--- src/rtl/pipealu_issue_if.sv ---
// pipealu_issue_if
// Purpose: groups the host-side FIFO write port, run control, status and
// the issue bus of pipealu_issue into one bundle.
// Signals:
//   wr_en, wr_instr   host enqueue strobe and 16-bit instruction
//   full, empty       FIFO occupancy flags
//   count             FIFO occupancy (ADDR_W+1 bits)
//   start             begin issuing (pulse or level)
//   busy, done        run status, one-cycle completion pulse
//   instr             registered instruction to pipealu
//   issue_valid       instr is a real dequeued instruction
//   ovf_err           sticky write-while-full flag
// Modports: master = host side, slave = issue unit.
interface pipealu_issue_if #(
  parameter int ADDR_W = 3
);
  logic              wr_en;
  logic [15:0]       wr_instr;
  logic              full;
  logic              empty;
  logic [ADDR_W:0]   count;
  logic              start;
  logic              busy;
  logic              done;
  logic [15:0]       instr;
  logic              issue_valid;
  logic              ovf_err;

  modport master (
    output wr_en, wr_instr, start,
    input  full, empty, count, busy, done, instr, issue_valid, ovf_err
  );

  modport slave (
    input  wr_en, wr_instr, start,
    output full, empty, count, busy, done, instr, issue_valid, ovf_err
  );
endinterface

--- src/rtl/pipealu_issue.sv ---
// pipealu_issue
// Purpose: instruction issue unit in front of pipealu. Buffers host-written
// instructions in a FIFO, streams them one per cycle after start, inserts
// 16'hf000 bubbles on read-after-write hazards against instructions still
// in the ALU pipeline, then drains with HAZ_DEPTH no-ops and pulses done.
// Ports:
//   clk   system clock, rising edge
//   rst   asynchronous active-high reset
//   bus   pipealu_issue_if.slave (write port, control, status, issue bus)
module pipealu_issue #(
  parameter int DEPTH     = 8,
  parameter int ADDR_W    = 3,
  parameter int HAZ_DEPTH = 3
) (
  input  logic                clk,
  input  logic                rst,
  pipealu_issue_if.slave      bus
);

  localparam logic [15:0]     NOP      = 16'hf000;
  localparam logic [ADDR_W:0] FULL_CNT = (ADDR_W+1)'(DEPTH);
  localparam int              DCW      = (HAZ_DEPTH > 1) ? $clog2(HAZ_DEPTH) : 1;
  localparam logic [DCW-1:0]  DRAIN_LAST = DCW'(HAZ_DEPTH - 1);

  typedef enum logic [1:0] {S_IDLE, S_RUN, S_DRAIN} state_t;

  state_t                       r_state;
  logic [15:0]                  r_mem [DEPTH];
  logic [ADDR_W-1:0]            r_wr_ptr;
  logic [ADDR_W-1:0]            r_rd_ptr;
  logic [ADDR_W:0]              r_count;
  logic                         r_ovf;
  logic [15:0]                  r_instr;
  logic                         r_issue_valid;
  logic                         r_done;
  logic [DCW-1:0]               r_drain_cnt;
  logic [HAZ_DEPTH-1:0]         r_sb_valid;
  logic [HAZ_DEPTH-1:0][3:0]    r_sb_rd;

  logic                         w_full;
  logic                         w_empty;
  logic [15:0]                  w_head;
  logic                         w_head_nop;
  logic [HAZ_DEPTH-1:0]         w_hit;
  logic                         w_hazard;
  logic                         w_pop;
  logic                         w_wr_acc;
  logic                         w_shift;
  logic                         w_sb_in_valid;

  assign w_full     = (r_count == FULL_CNT);
  assign w_empty    = (r_count == '0);
  // Head is read combinationally so the hazard check sees it in the same
  // cycle as the pop decision.
  assign w_head     = r_mem[r_rd_ptr];
  assign w_head_nop = (w_head[15:12] == 4'hf);

  // Compare the head's sources against every in-flight destination.
  generate
    for (genvar gi = 0; gi < HAZ_DEPTH; gi++) begin : g_hit
      assign w_hit[gi] = r_sb_valid[gi] &&
                         ((r_sb_rd[gi] == w_head[11:8]) ||
                          (r_sb_rd[gi] == w_head[7:4]));
    end
  endgenerate

  assign w_hazard      = !w_empty && !w_head_nop && (|w_hit);
  assign w_pop         = (r_state == S_RUN) && !w_empty && !w_hazard;
  assign w_wr_acc      = bus.wr_en && !w_full;
  assign w_shift       = (r_state == S_RUN) || (r_state == S_DRAIN);
  assign w_sb_in_valid = w_pop && !w_head_nop;

  // FIFO storage: no reset, stale contents are unreachable once the
  // pointers are cleared.
  always_ff @(posedge clk) begin
    if (w_wr_acc) begin
      r_mem[r_wr_ptr] <= bus.wr_instr;
    end
  end

  always_ff @(posedge clk or posedge rst) begin
    if (rst) begin
      r_wr_ptr <= '0;
      r_rd_ptr <= '0;
      r_count  <= '0;
      r_ovf    <= 1'b0;
    end else begin
      if (w_wr_acc) begin
        r_wr_ptr <= r_wr_ptr + 1'b1;
      end
      if (w_pop) begin
        r_rd_ptr <= r_rd_ptr + 1'b1;
      end
      case ({w_wr_acc, w_pop})
        2'b10:   r_count <= r_count + 1'b1;
        2'b01:   r_count <= r_count - 1'b1;
        default: r_count <= r_count;
      endcase
      // Full blocks the write even when a pop frees a slot this edge.
      if (bus.wr_en && w_full) begin
        r_ovf <= 1'b1;
      end
    end
  end

  // Scoreboard: stage 0 takes the slot just issued, older slots shift on.
  generate
    for (genvar gi = 0; gi < HAZ_DEPTH; gi++) begin : g_sb
      always_ff @(posedge clk or posedge rst) begin
        if (rst) begin
          r_sb_valid[gi] <= 1'b0;
          r_sb_rd[gi]    <= 4'h0;
        end else if (w_shift) begin
          if (gi == 0) begin
            r_sb_valid[gi] <= w_sb_in_valid;
            r_sb_rd[gi]    <= w_head[3:0];
          end else begin
            r_sb_valid[gi] <= r_sb_valid[(gi == 0) ? 0 : gi-1];
            r_sb_rd[gi]    <= r_sb_rd[(gi == 0) ? 0 : gi-1];
          end
        end
      end
    end
  endgenerate

  always_ff @(posedge clk or posedge rst) begin
    if (rst) begin
      r_state       <= S_IDLE;
      r_instr       <= NOP;
      r_issue_valid <= 1'b0;
      r_done        <= 1'b0;
      r_drain_cnt   <= '0;
    end else begin
      r_instr       <= NOP;
      r_issue_valid <= 1'b0;
      r_done        <= 1'b0;
      case (r_state)
        S_IDLE: begin
          if (bus.start && !w_empty) begin
            r_state <= S_RUN;
          end
        end
        S_RUN: begin
          if (w_empty) begin
            r_state     <= S_DRAIN;
            r_drain_cnt <= '0;
          end else if (!w_hazard) begin
            r_instr       <= w_head;
            r_issue_valid <= !w_head_nop;
          end
        end
        S_DRAIN: begin
          if (r_drain_cnt == DRAIN_LAST) begin
            r_done  <= 1'b1;
            r_state <= S_IDLE;
          end else begin
            r_drain_cnt <= r_drain_cnt + 1'b1;
          end
        end
        default: r_state <= S_IDLE;
      endcase
    end
  end

  assign bus.full        = w_full;
  assign bus.empty       = w_empty;
  assign bus.count       = r_count;
  assign bus.busy        = (r_state != S_IDLE);
  assign bus.done        = r_done;
  assign bus.instr       = r_instr;
  assign bus.issue_valid = r_issue_valid;
  assign bus.ovf_err     = r_ovf;

endmodule

--- src/flat_wrapper.sv ---
// flat-port wrapper written by rule: the top's interface ports become plain ports
module pipealu_issue_flat 
#(
  parameter int DEPTH     = 8,
  parameter int ADDR_W    = 3,
  parameter int HAZ_DEPTH = 3
)
  (clk, rst, bus_wr_en, bus_wr_instr, bus_start, bus_full, bus_empty, bus_count, bus_busy, bus_done, bus_instr, bus_issue_valid, bus_ovf_err);
  pipealu_issue_if #(.ADDR_W(ADDR_W)) bus_i ();
  input  logic clk;
  input  logic rst;
  input wire logic [$bits(bus_i.wr_en)-1:0] bus_wr_en;
  input wire logic [$bits(bus_i.wr_instr)-1:0] bus_wr_instr;
  input wire logic [$bits(bus_i.start)-1:0] bus_start;
  output wire logic [$bits(bus_i.full)-1:0] bus_full;
  output wire logic [$bits(bus_i.empty)-1:0] bus_empty;
  output wire logic [$bits(bus_i.count)-1:0] bus_count;
  output wire logic [$bits(bus_i.busy)-1:0] bus_busy;
  output wire logic [$bits(bus_i.done)-1:0] bus_done;
  output wire logic [$bits(bus_i.instr)-1:0] bus_instr;
  output wire logic [$bits(bus_i.issue_valid)-1:0] bus_issue_valid;
  output wire logic [$bits(bus_i.ovf_err)-1:0] bus_ovf_err;
  assign bus_i.wr_en = bus_wr_en;
  assign bus_i.wr_instr = bus_wr_instr;
  assign bus_i.start = bus_start;
  assign bus_full = bus_i.full;
  assign bus_empty = bus_i.empty;
  assign bus_count = bus_i.count;
  assign bus_busy = bus_i.busy;
  assign bus_done = bus_i.done;
  assign bus_instr = bus_i.instr;
  assign bus_issue_valid = bus_i.issue_valid;
  assign bus_ovf_err = bus_i.ovf_err;
  pipealu_issue #(.DEPTH(DEPTH), .ADDR_W(ADDR_W), .HAZ_DEPTH(HAZ_DEPTH)) u_core (.clk(clk), .rst(rst), .bus(bus_i));
endmodule
--- config.mk ---
export PLATFORM = sky130hd
export DESIGN_NAME = pipealu_issue_flat
export DESIGN_NICKNAME = d
export VERILOG_FILES = /design/src/rtl/pipealu_issue_if.sv /design/src/rtl/pipealu_issue.sv /design/src/flat_wrapper.sv
export SDC_FILE = /design/constraint.sdc
export NUM_CORES = 1
export LEC_CHECK = 0
export ABC_AREA = 1
export ABC_CLOCK_PERIOD_IN_PS = 4400
export CORE_ASPECT_RATIO = 0.9
export CORE_UTILIZATION = 39
export DETAILED_ROUTE_END_ITERATION = 10
export HOLD_SLACK_MARGIN = 0.15
export PLACE_DENSITY = 0.58
export SYNTH_ARGS = -nofsm -noshare
export SYNTH_HDL_FRONTEND = slang
export SYNTH_SLANG_ARGS = --single-unit
--- constraint.sdc ---
create_clock -name clk -period 4.4 [get_ports clk]
set_clock_uncertainty 0.05 [all_clocks]
set_input_delay 1.32 -clock clk [delete_from_list [all_inputs] [get_ports clk]]
set_output_delay 1.32 -clock clk [all_outputs]
set_load 0.1 [all_outputs]
==> reports/metrics.yaml <==
sta:
  final-setup-viol-count: 0
  finalSetupTns_ns: 0
  fin_crit_sh: 0.876
  grt_setup_unrepaired: "false"
  worst_pin_slew_ns: 1.09
  period_minus_slack_ns: 3.86
  finalHoldViolations: 0
  final_max_slew_viol_count: 0
  relSlewSlack: 0.275
  maxClockFrequency_mhz: 259
detailed_routing:
  drc: 0
  drt_first_iter_violations: 452
  vias_per_cell: 4.96
  drt.antenna.violating_nets: 0
  wirelength_um: 17300
  wire_per_inst_um: 16.3
  dr.pass1.iters: 8
  detailroute.via_count: 5266
synth:
  synth.top_cells.by_area: "edfxtp_1 49%, dfrtp_1 14%, nand2_1 9.2%"
  synth_largest_area_cell: "edfxtp_1"
  synth_sequential_area_ratio: 0.645
  synth_async_sr_flop_share: 0.273
  netlist_instances: 745
  synthesized_netlist_net_count: 774
  ys_seq_elements: 176
  synth_top_cell_area_share: 0.491
  number_of_enable_flip_flop_cells_after_synthesis: 128
  yosysUniqueCellTypes: 33
  synth_warnings: 0
  synth.cells.most_frequent: "191 x nand2_1, 128 x edfxtp_1, 85 x inv_1"
  netlist_area_mm2: 0.00783
  yosys_most_used_dff: "edfxtp_1"
  syn_avg_cell_area_um2: 10.5
  most_frequently_used_cell_type_in_the_post_synthesis_netlist: "nand2_1"
power_and_ir_drop:
  netSwitchingFraction: 0.460
  pwr_density_cell_mw_per_mm2: 783
  power_frac_seq: 0.330
  combinationalPowerShare: 0.454
  power_frac_clock: 0.215
  cellInternalPower_uw: 3860
  power.net_switching_uw: 3290
  p_leak_uw: 0.00383
  irDropWorstVdd_mv: 0.479
layout:
  post_layout_nonfiller_instances: 1061
  design_area_mm2: 0.00913
  design.final.nets: 827
  drive_gt1_frac: 0.125
  number_of_inserted_diodes: 0
  layout-area-overhead-vs-synth_pct: 16.5
floorplanning:
  rows: 48
  design.die.area_mm2: 0.0206
  initial_core_util: 0.404
  pin_count: 46
  die_height_um: 136
  width_of_the_chip_um: 151
  core_area_mm2: 0.0194
worst_setup_path:
  cp-start-kind: "register"
  worstPathMaxFanout: 66
  cp-startpoint: "u_core.r_rd_ptr[0]$_DFFE_PP0P_"
  timing.critical_path.arrival_ns: 4.18
  worstRegToRegCells: 25
  critical_path_class: "reg2reg"
  cp-end-kind: "register"
  worst-endpoint-required_ns: 4.72
  worst_r2r_startpoint: "u_core.r_rd_ptr[0]$_DFFE_PP0P_"
place:
  post_dp_hpwl_um: 11100
  globalplace.congestion: 0.868
  numPlacedInstances: 1029
  placed_area_mm2: 0.00852
  port_buffers: 45
clock_tree:
  worst_skew_pair_later_pin_latency_ns: 0.44
  post_cts_resize_count: 0
  ctsLongestPathBuffers: 2
  clk_root_buffer_cell: "clkbuf_16"
  cts_setup_buffers: 0
  clock_input_transition_at_the_sequential_cells_of_the_worst_setup_and_hold_paths_ns: 0.07
  tritoncts: "done"
  ctsHtreeMaxLevel: 4
  cts_hold_buffers: 0
  cts_inserted_buffers: 17
  clock_sink_count: 176
min_path:
  hold-path-cell-count: 1
  min-delay-start: "u_core.bus.ovf_err$_DFFE_PP0P_"
  worst_hold_path_type: "reg2reg"
run_status:
  run_status: "finished clean"
global_route:
  grt-ovfl-total: 0
  gr-usage-all-layers: 0.183
  grtUsageMet2: 0.283
  groute.layer.met3.usage: 0.0362
  grt_max_degree: 67
  grt_antenna_before_repair: 0
  groute.layer.met1.usage: 0.254
  vias_in_the_first_global_route: 5119
  grt-busiest-layer: "met2"
  grt_pass1_wl_um: 27700
run:
  cap_violations: 0
## path summary, 6_finish.rpt
path	slack [ns]	endpoint
worst min-delay path	0.42	u_core.bus.ovf_err$_DFFE_PP0P_
max in group asynchronous	2.14	u_core.r_rd_ptr[0]$_DFFE_PP0P_
min in group asynchronous	1.41	u_core.bus.done$_DFF_PP0_
worst min register to register	0.42	u_core.bus.ovf_err$_DFFE_PP0P_
worst max register to register	0.54	u_core.bus.count[3]$_DFFE_PP0P_
worst max-delay path	0.54	u_core.bus.count[3]$_DFFE_PP0P_
## routing by layer
layer / share of wire / wire length (um) / vias to the layer above
li1: - / - / 2567
met1: 0.47 / 8210 / 2508
met2: 0.46 / 7880 / 173
met3: 0.057 / 986 / 18
met4: 0.012 / 214 / 0
met5: 0 / 0 / -
## critical path, cell delays in order, from the launching register on
cell      delay (ns)
dfrtp_2         0.36
buf_4           0.56
nand2_1         0.12
nand2_1         0.11
nand2_1         0.06
nand3_2         0.17
nand2_2         0.12
nand2_1         0.08
nand2_1         0.05
nor2_1          0.11
nand2_1         0.08
nand2_1         0.06
nand2_1         0.07
nand3_2         0.10
nand2_4         0.07
nand2_4         0.28
inv_2           0.15
ha_1            0.25
nand2_1         0.08
inv_1           0.05
nor2_1          0.13
nand2_1         0.08
nor2_1          0.13
a21oi_1         0.06
a211oi_1        0.22
xor2_1          0.16
## power groups by stage
| stage | Combinational, uW | Clock [uW] | Sequential, uW |
|---|---|---|---|
| after global routing | 3570 | 1630 | 2400 |
| after global placement | 3200 | 0 | 2390 |
| after floorplan | 2000 | 0 | 2890 |
| after detailed placement | 3230 | 0 | 2390 |
| final | 3250 | 1540 | 2360 |
| after CTS | 3250 | 1570 | 2360 |
## per-stage QoR
step | total power, uW | hold WS [ns] | worst slack [ns] | util
after detailed placement | 5630 | 0.394 | 0.588 | 0.439
final | 7150 | 0.415 | 0.545 | 0.470
after global placement | 5590 | 0.387 | 0.710 | 0.439
after global routing | 7600 | 0.426 | 0.0859 | 0.470
after floorplan | 4900 | 0.392 | 0.134 | -
after CTS | 7180 | 0.411 | 0.560 | 0.470
## final cells by class
class	instances	area, um^2
flip-flops and latches	176	5050
clock inverters	15	181
multi-input cells	451	2250
inverters	90	338
fillers	1744	10300
repair buffers	62	571
well taps	250	313
clock buffers	17	425
## registers in the layout, indices dropped and copies added, names as in the netlist
register	cells
u_core.bus.issue_valid	1
u_core.r_sb_rd	12
u_core.bus.ovf_err	1
u_core.bus.done	1
u_core.bus.instr	16
u_core.r_mem	128
u_core.r_wr_ptr	3
u_core.bus.count	4
u_core.r_drain_cnt	2
u_core.r_state	2
u_core.r_sb_valid	3
u_core.r_rd_ptr	3
## kinds of logic (layout without fill, tap and decap cells)
logic type / count (synthesis) / in the layout / share of synthesized area
flops: 176 / 176 / 0.645
simple gates: 355 / 355 / 0.206
xor+xnor: 6 / 6 / 0.00671
fa+ha+maj: 9 / 9 / 0.0144
compound gates: 81 / 81 / 0.0583
buf+inv: 118 / 184 / 0.0695
## cell usage in the layout, fill, tap and decap left out, types with 11 or more instances in the layout
cell and instances:
buf_4 20, clkbuf_16 17, clkdlybuf4s50_1 42, dfrtp_1 43
edfxtp_1 128, inv_1 84, nand2_1 191, nand3_1 60
nand3_2 13, nor2_1 66, nor2_4 11, o21ai_0 45
o21ai_1 13
Power figures use the tool's default switching activity.
